$ cat src/rtl/req_arbiter_n.sv
// req_arbiter_n: N-way arbiter for one shared datapath resource.
// Arbitration is MSB-first, in either fixed-priority or round-robin mode.
// A winner keeps its grant until it drops its request or until MAX_HOLD
// grant cycles have elapsed. Each grant is followed by one RELEASE cycle and
// one IDLE cycle, so consecutive grants are always separated by two cycles
// with gnt == 0.
//
// Ports:
//   clk       in   1    rising-edge clock
//   rst       in   1    asynchronous, active-high reset
//   req       in   N    request vector, bit i = requester i
//   rr_mode   in   1    0 = fixed MSB-first priority, 1 = round-robin
//                       (sampled only when arbitrating)
//   gnt       out  N    one-hot grant, all-zero when there is no owner
//   gnt_idx   out  IW   index of the current owner, 0 when gnt == 0
//   gnt_valid out  1    |gnt
//   preempt   out  1    one-cycle pulse: this release was forced by timeout
module req_arbiter_n #(
    parameter int N        = 4,
    parameter int MAX_HOLD = 8
) (
    input  logic                 clk,
    input  logic                 rst,
    input  logic [N-1:0]         req,
    input  logic                 rr_mode,
    output logic [N-1:0]         gnt,
    output logic [$clog2(N)-1:0] gnt_idx,
    output logic                 gnt_valid,
    output logic                 preempt
);

    localparam int IW = $clog2(N);
    localparam int HW = $clog2(MAX_HOLD + 1);

    typedef enum logic [1:0] {
        IDLE    = 2'd0,
        GRANT   = 2'd1,
        RELEASE = 2'd2
    } state_t;

    state_t          r_state;
    logic [N-1:0]    r_gnt;
    logic [IW-1:0]   r_gnt_idx;
    logic            r_gnt_valid;
    logic            r_preempt;
    logic [IW-1:0]   r_owner;
    logic [IW-1:0]   r_last;
    logic [HW-1:0]   r_hold;

    logic [IW-1:0]   w_fix_idx;
    logic [IW-1:0]   w_rr_idx;
    logic [IW-1:0]   w_win;
    logic [N-1:0]    w_win_oh;

    // Winner selection. Both loops let the last matching assignment win:
    // the fixed loop walks upward so the highest set bit wins; the
    // round-robin loop walks the search order backwards (offset N down to 1)
    // so the first set bit at last-1, last-2, ... (wrapping) wins.
    always_comb begin
        w_fix_idx = '0;
        for (int unsigned i = 0; i < N; i++) begin
            if (req[i]) begin
                w_fix_idx = IW'(i);
            end
        end

        w_rr_idx = '0;
        for (int unsigned k = N; k >= 1; k--) begin
            if (req[(32'(r_last) + N - k) % N]) begin
                w_rr_idx = IW'((32'(r_last) + N - k) % N);
            end
        end

        w_win    = rr_mode ? w_rr_idx : w_fix_idx;
        w_win_oh = '0;
        w_win_oh[w_win] = 1'b1;
    end

    always_ff @(posedge clk or posedge rst) begin
        if (rst) begin
            r_state     <= IDLE;
            r_gnt       <= '0;
            r_gnt_idx   <= '0;
            r_gnt_valid <= 1'b0;
            r_preempt   <= 1'b0;
            r_owner     <= '0;
            r_last      <= '0;
            r_hold      <= '0;
        end else begin
            case (r_state)
                IDLE: begin
                    r_preempt <= 1'b0;
                    if (|req) begin
                        r_state     <= GRANT;
                        r_gnt       <= w_win_oh;
                        r_gnt_idx   <= w_win;
                        r_gnt_valid <= 1'b1;
                        r_owner     <= w_win;
                        r_hold      <= '0;
                    end
                end

                GRANT: begin
                    // Saturating: the timeout releases before MAX_HOLD is reached.
                    if (r_hold != HW'(MAX_HOLD)) begin
                        r_hold <= r_hold + 1'b1;
                    end
                    // A request drop wins over a coincident timeout.
                    if (!req[r_owner]) begin
                        r_state     <= RELEASE;
                        r_gnt       <= '0;
                        r_gnt_idx   <= '0;
                        r_gnt_valid <= 1'b0;
                        r_preempt   <= 1'b0;
                    end else if (r_hold == HW'(MAX_HOLD - 1)) begin
                        r_state     <= RELEASE;
                        r_gnt       <= '0;
                        r_gnt_idx   <= '0;
                        r_gnt_valid <= 1'b0;
                        r_preempt   <= 1'b1;
                    end
                end

                RELEASE: begin
                    r_last    <= r_owner;
                    r_preempt <= 1'b0;
                    r_state   <= IDLE;
                end

                default: begin
                    r_state     <= IDLE;
                    r_gnt       <= '0;
                    r_gnt_idx   <= '0;
                    r_gnt_valid <= 1'b0;
                    r_preempt   <= 1'b0;
                end
            endcase
        end
    end

    assign gnt       = r_gnt;
    assign gnt_idx   = r_gnt_idx;
    assign gnt_valid = r_gnt_valid;
    assign preempt   = r_preempt;

endmodule

$ cat config.mk
export PLATFORM = sky130hd
export DESIGN_NAME = req_arbiter_n
export DESIGN_NICKNAME = d
export VERILOG_FILES = /design/src/rtl/req_arbiter_n.sv
export SDC_FILE = /design/constraint.sdc
export NUM_CORES = 1
export LEC_CHECK = 0
export ABC_AREA = 1
export BUFFER_PORTS_ARGS = -buffer_cell sky130_fd_sc_hd__buf_2
export CAP_MARGIN = 30
export CORE_UTILIZATION = 30
export DETAILED_ROUTE_END_ITERATION = 12
export SYNTH_ARGS = -nofsm -noshare
export SYNTH_HDL_FRONTEND = slang
export SYNTH_SLANG_ARGS = --single-unit
$ cat constraint.sdc
create_clock -name clk -period 2.77 [get_ports clk]
set_clock_uncertainty 0.15 [all_clocks]
set_input_delay 0.1385 -clock clk [delete_from_list [all_inputs] [get_ports clk]]
set_output_delay 0.1385 -clock clk [all_outputs]
set_load 0.03 [all_outputs]
Word-level counts from Yosys, hierarchy flattened

Index checks and enable logic that the tools add are counted.

Add/subtract/negate cells: 6
Multipliers: 0
Divide/modulo/power cells: 0
Magnitude comparators: 7
Equal/unequal tests: 7
Shifts and indexed selects: 0
Muxes and demuxes: 42
Bitwise gates (word level): 1
Reductions and logical operators: 8

Operators with widths:

| operator                                                                     | count |
|---|---|
| 2-bit 2-to-1 mux                                                             | 13 |
| 4-bit 2-to-1 mux                                                             | 5 |
| 2-bit by 3-bit less-than comparator with 1-bit output, second input constant | 6 |
| 1-bit 2-to-1 mux                                                             | 13 |
| 4-bit one-hot mux with 3 select lines                                        | 1 |
| 1-bit binary-select mux with 2-bit select                                    | 5 |
| 4-bit one-hot mux with 2 select lines                                        | 1 |
| 2-bit one-hot mux with 3 select lines                                        | 1 |
| 3-bit AND reduction                                                          | 2 |
| 4-bit by 1-bit adder with 4-bit output, second input constant                | 1 |
| 4-bit by 3-bit == test with 1-bit output, second input constant              | 1 |
| 2-bit inequality test, second input constant                                 | 2 |
| 4-bit inequality test, second input constant                                 | 1 |
| 2-bit one-hot mux with 2 select lines                                        | 1 |
| 2-bit AND reduction                                                          | 2 |
| 4-bit OR reduction                                                           | 1 |
| 2-bit by 1-bit subtractor with 2-bit output, second input constant           | 2 |
| 2-bit subtractor, second input constant                                      | 2 |
| 3-bit inequality test, second input constant                                 | 1 |
| 1-bit one-hot mux with 3 select lines                                        | 1 |
| 2-bit by 1-bit adder with 2-bit output, second input constant                | 1 |
| 1-bit demux with 2-bit select                                                | 1 |
| 2-bit by 1-bit == test with 1-bit output, second input constant              | 1 |
| 2-bit == test, second input constant                                         | 1 |
| other kinds (5)                                                              | 5 |

Bits in registers: 18
Bits in latches: 0
Bits in writable memories: 0
Memory bits (read-only): 0
Input bits: 7
Output and inout port bits: 8
Logic and storage cells: 79
Memories kept: 0

Depth between registers and ports, before layout

Depth in word-level cells: 15
Gate-level depth with buffers: 13

Worst setup path before layout

Ideal clock, no wire load.

Path kind: flip-flop to flip-flop
Start: register r_last[0]
End: register r_gnt[0] (netlist: gnt[0])
Library setup time: 0.117 ns
Arrival: 1.156 ns
Setup slack: 1.347 ns
Cell stages (with the launch flop): 14
Buffers on the path: 1
Period minus slack after synthesis: 1.423 ns
Path through: dfrtp_1 > buf_6 > inv_8 > nand2_2 > nand2_2 > nand2_1 > nand2_1 > nand2_1 > nand2_1 > nand2_1 > nand3_2 > nand2_2 > nand2_1 > nand2_1

Word-level cells in the longest chain between the ends: 15
Elaborated cells between the ends (all ways): 25

RTL lines:

| what                                                                                                                                          | RTL line | RTL |
|---|---|---|
| start: declaration                                                                                                                            | 47       | `logic [IW-1:0] r_last;` |
| start signal: assignment                                                                                                                      | 125      | `r_last <= r_owner;` |
| 2-bit by 1-bit adder with 2-bit output (*)                                                                                                    | 69, 70   |  |
| 2-bit by 1-bit subtractor with 2-bit output                                                                                                   | 69, 70   |  |
| 1-bit binary-select mux with 2-bit select                                                                                                     | 69       | `if (req[(32'(r_last) + N - k) % N]) begin` |
| 1-bit 2-to-1 mux (not written as such)                                                                                                        | 69       |  |
| 2-bit 2-to-1 mux (3 in a row)                                                                                                                 | 69       |  |
| 2-bit 2-to-1 mux (*)                                                                                                                          | 69       |  |
| 2-bit 2-to-1 mux (*)                                                                                                                          | 74       | `w_win = rr_mode ? w_rr_idx : w_fix_idx;` |
| 2-bit by 3-bit less-than comparator with 1-bit output (not written as such) or 2-bit by 1-bit >= comparator with 1-bit output (tied branches) | 76       | `w_win_oh[w_win] = 1'b1;` |
| 1-bit logical AND (not written as such)                                                                                                       | 76       |  |
| 1-bit 2-to-1 mux (not written as such)                                                                                                        | 76       |  |
| 1-bit demux with 2-bit select (*)                                                                                                             | 76       |  |
| 4-bit 2-to-1 mux (*)                                                                                                                          | 93       | `if (\|req) begin` |
| 4-bit one-hot mux with 3 select lines (*)                                                                                                     | 90       | `case (r_state)` |
| end signal: assignment                                                                                                                        | 95       | `r_gnt <= w_win_oh;` |
| end: declaration                                                                                                                              | 42       | `logic [N-1:0] r_gnt;` |

Mark *: on every way between the ends. The rest lies on a longest branch, timed or not. The select of a mux whose other input is x is not followed.
A chain may end at the register's enable or synchronous reset.

Final worst setup path

Same ends and word-level chain as after synthesis.

==> out/qor.csv <==
stage,metric,value,unit
clock_tree,Worst-Skew Late Latency,0.28,ns
synthesis,Synth Cell Area,1054,um^2
routing,1st-pass router iterations,5,
power,Comb pwr share,53.5,%
sta,period utilization,61.02,%
placed_design,Placer Congestion,0.7193,
grt,vias in the first global route,824,
sta,RSZ-0062 raised after global routing,no,
synthesis,Mean Syn Cell Area,7.579,um^2
power,Power per Cell Area,1104,nW/um^2
final_layout,share of cells above drive strength 1,26.11,%
routing,Post-DRT Antenna Nets,0,
sta,Setup TNS,0,ns
critical_path,Critical Path Fanout Max,8,
final_layout,final net count,167,
floorplan,Core Area,3363,um^2
synthesis,Synth top cells by count,"nand2_1 (49), dfrtp_1 (18), inv_1 (13)",
grt,pin count of the biggest net entering global routing,19,
routing,DRT iter0 DRCs,53,
sta,fmax,591.7,MHz
power,clock share of power,11.9,%
clock_tree,CTS H-tree lvls,1,
synthesis,Post-Syn Instances,139,
synthesis,"EDFF count, synth",0,
power,sequential share of power,34.6,%
floorplan,Ports,15,
clock_tree,"Reg clk slew, reported paths",0.11,ns
synthesis,synth unique cells,23,
grt,first-pass GRT wire length,3.408,mm
synthesis,Synth area leader,dfrtp_1,
synthesis,Yosys reg bits,18,
sta,worst slew pin tran,0.6878,ns
outcome,outcome,"finished, final reports clean",
power,internal power,0.6793,mW
routing,Detailed Route WL,2.087,mm
critical_path,Worst EP required,2.85,ns
final_layout,final instance area,1216,um^2
clock_tree,Clock Sinks,18,
routing,DR vias,903,
grt,antenna violations before repair,0,
power,worst vdd ir,0.4686,mV
placed_design,Post-Place Setup Slack,1.089,ns
routing,via/cell ratio,4.448,
sta,fin crit period,1.690,ns
final_layout,Area Growth Syn to Fin,15.44,%
sta,Slew HR,54.10,%
synthesis,post-synth top area share,42.76,%
final_layout,"Cell Count, Final, Fillers Out",203,
sta,Pins Over Slew Limit,0,
synthesis,sequential area share after synthesis,42.76,%
routing,wire per inst,10.28,um
clock_tree,CTS resizes,0,
synthesis,"count leader, synth",nand2_1,
clock_tree,CTS tree,built,
sta,Worst Slack Setup Final,1.080,ns
power,Sw Pwr,0.6632,mW
clock_tree,Clock Tree Root,clkbuf_4,
synthesis,Most used DFF post-synth,dfrtp_1,
placed_design,Area after DPL,1170,um^2
critical_path,Worst EP arrival,1.77,ns
critical_path,Startpoint Class,register,
synthesis,Ys Warns,0,
job,max cap viols,0,
synthesis,syn nets,148,
final_layout,FILL cells,385,
sta,"Setup violations, final",0,
sta,Hold WS,0.05319,ns
power,P_leak,0.6548,nW
clock_tree,CTS Buf Count,3,
power,Sw Ratio,49.40,%
sta,final hold violation count,0,
routing,DRC,0,
floorplan,Starting Density,31.32,%
final_layout,ANT cells,0,
grt,total grt overflow,0,
placed_design,dpl hpwl,1.652,mm
placed_design,IO Port Bufs,14,
synthesis,asr flop ratio synth,100.0,%
floorplan,die width,61.26,um
grt,GRT Total Usage,11.97,%
critical_path,CP Capture Type,register,
floorplan,Die ar.,3753,um^2
synthesis,leading post-synthesis cells by cell area,"dfrtp_1 (43%), nand2_1 (17%), nand2_2 (4.8%)",
critical_path,Worst Setup Path Type,register to register,
min_path,worst hold-check path type,input pin to register,
clock_tree,Longest Clk Path Bufs,2,
floorplan,# rows,21,
floorplan,Die Ht,61.26,um
placed_design,placed cell count,198,
cell usage in the layout (no fill, tap or decap), drive strengths merged:
cell type,n
ha,2
o21ai,8
o211ai,4
dlygate4sd3,1
buf,14
inv,20
nand4,2
and3,1
dfrtp,18
nor2,6
nand2,57
nand3,9
clkbuf,4
xor2,1
o21a,1
a21oi,9
cell type report:
cell class	count	area, um^2	area share (%)
clock buffer	4	36.28	2.984
tap	46	57.56	4.732
sequential	18	450.4	37.04
multi-input combinational	100	509.2	41.87
inverter	20	82.58	6.790
timing repair buffer	15	80.08	6.584
registers in the layout, indices dropped and copies added (netlist names):
register   count
gnt            4
r_state        2
gnt_valid      1
gnt_idx        2
r_last         2
r_owner        2
r_hold         4
preempt        1
through the flow:
stage	total power, mW	util [%]
2_1_floorplan	1.042	-
3_3_place_gp	1.170	34.78
3_5_place_dp	1.192	34.78
4_1_cts	1.357	36.16
5_1_grt	1.474	36.16
6_report	1.343	36.16
critical path: stages, from the launching register on:
cell	delay, ns
dfrtp_1	0.58
inv_8	0.08
nand2_2	0.07
nand2_1	0.06
nand2_1	0.08
and3_1	0.14
nand2_1	0.10
a21oi_1	0.22
nand2_1	0.09
nand2_1	0.06
logic make-up after synthesis:
| family | after synthesis | share of synthesized area (%) |
|---|---|---|
| adders and majority gates | 2 | 2.375 |
| buffers and inverters | 21 | 8.907 |
| AOI/OAI and AO/OA | 22 | 12.83 |
| DFF | 18 | 42.76 |
| and+or+nand+nor | 75 | 32.30 |
| xor gates and xnor gates | 1 | 0.8315 |
layer usage:
metal  vias up  track usage [%]  routed length, um
li1        479                -                  -
met1       412            15.67               1038
met2        10            21.12               1002
met3         2            1.261                 42
met4         0            2.922                  4
met5         -                0                  0
timing repair:
item,4_1_cts,5_1_grt
hold buffers,1,0
setup buffers,0,0
endpoints found under the hold margin,18,0
final timing paths:
path / from / end / slack [ns] / cells past startpoint
setup / recovery: r_last[0] / gnt[0] / 1.08 / 9
hold / removal: rr_mode / gnt[1] / 0.05 / 4
setup reg to reg: r_last[0] / gnt[0] / 1.08 / 9
hold reg to reg: gnt_valid / gnt_valid / 0.33 / 2
max in group asynchronous: rst / preempt / 1.70 / 3
min in group asynchronous: rst / r_hold[0] / 0.34 / 3
power groups by stage:
stage	Combinational, mW	Sequential, mW	Clock, mW
5_1_grt	0.814	0.482	0.178
4_1_cts	0.725	0.466	0.165
2_1_floorplan	0.518	0.524	0
3_5_place_dp	0.720	0.472	0
6_report	0.718	0.464	0.160
3_3_place_gp	0.704	0.466	0
(Power assumes the default switching activity.)
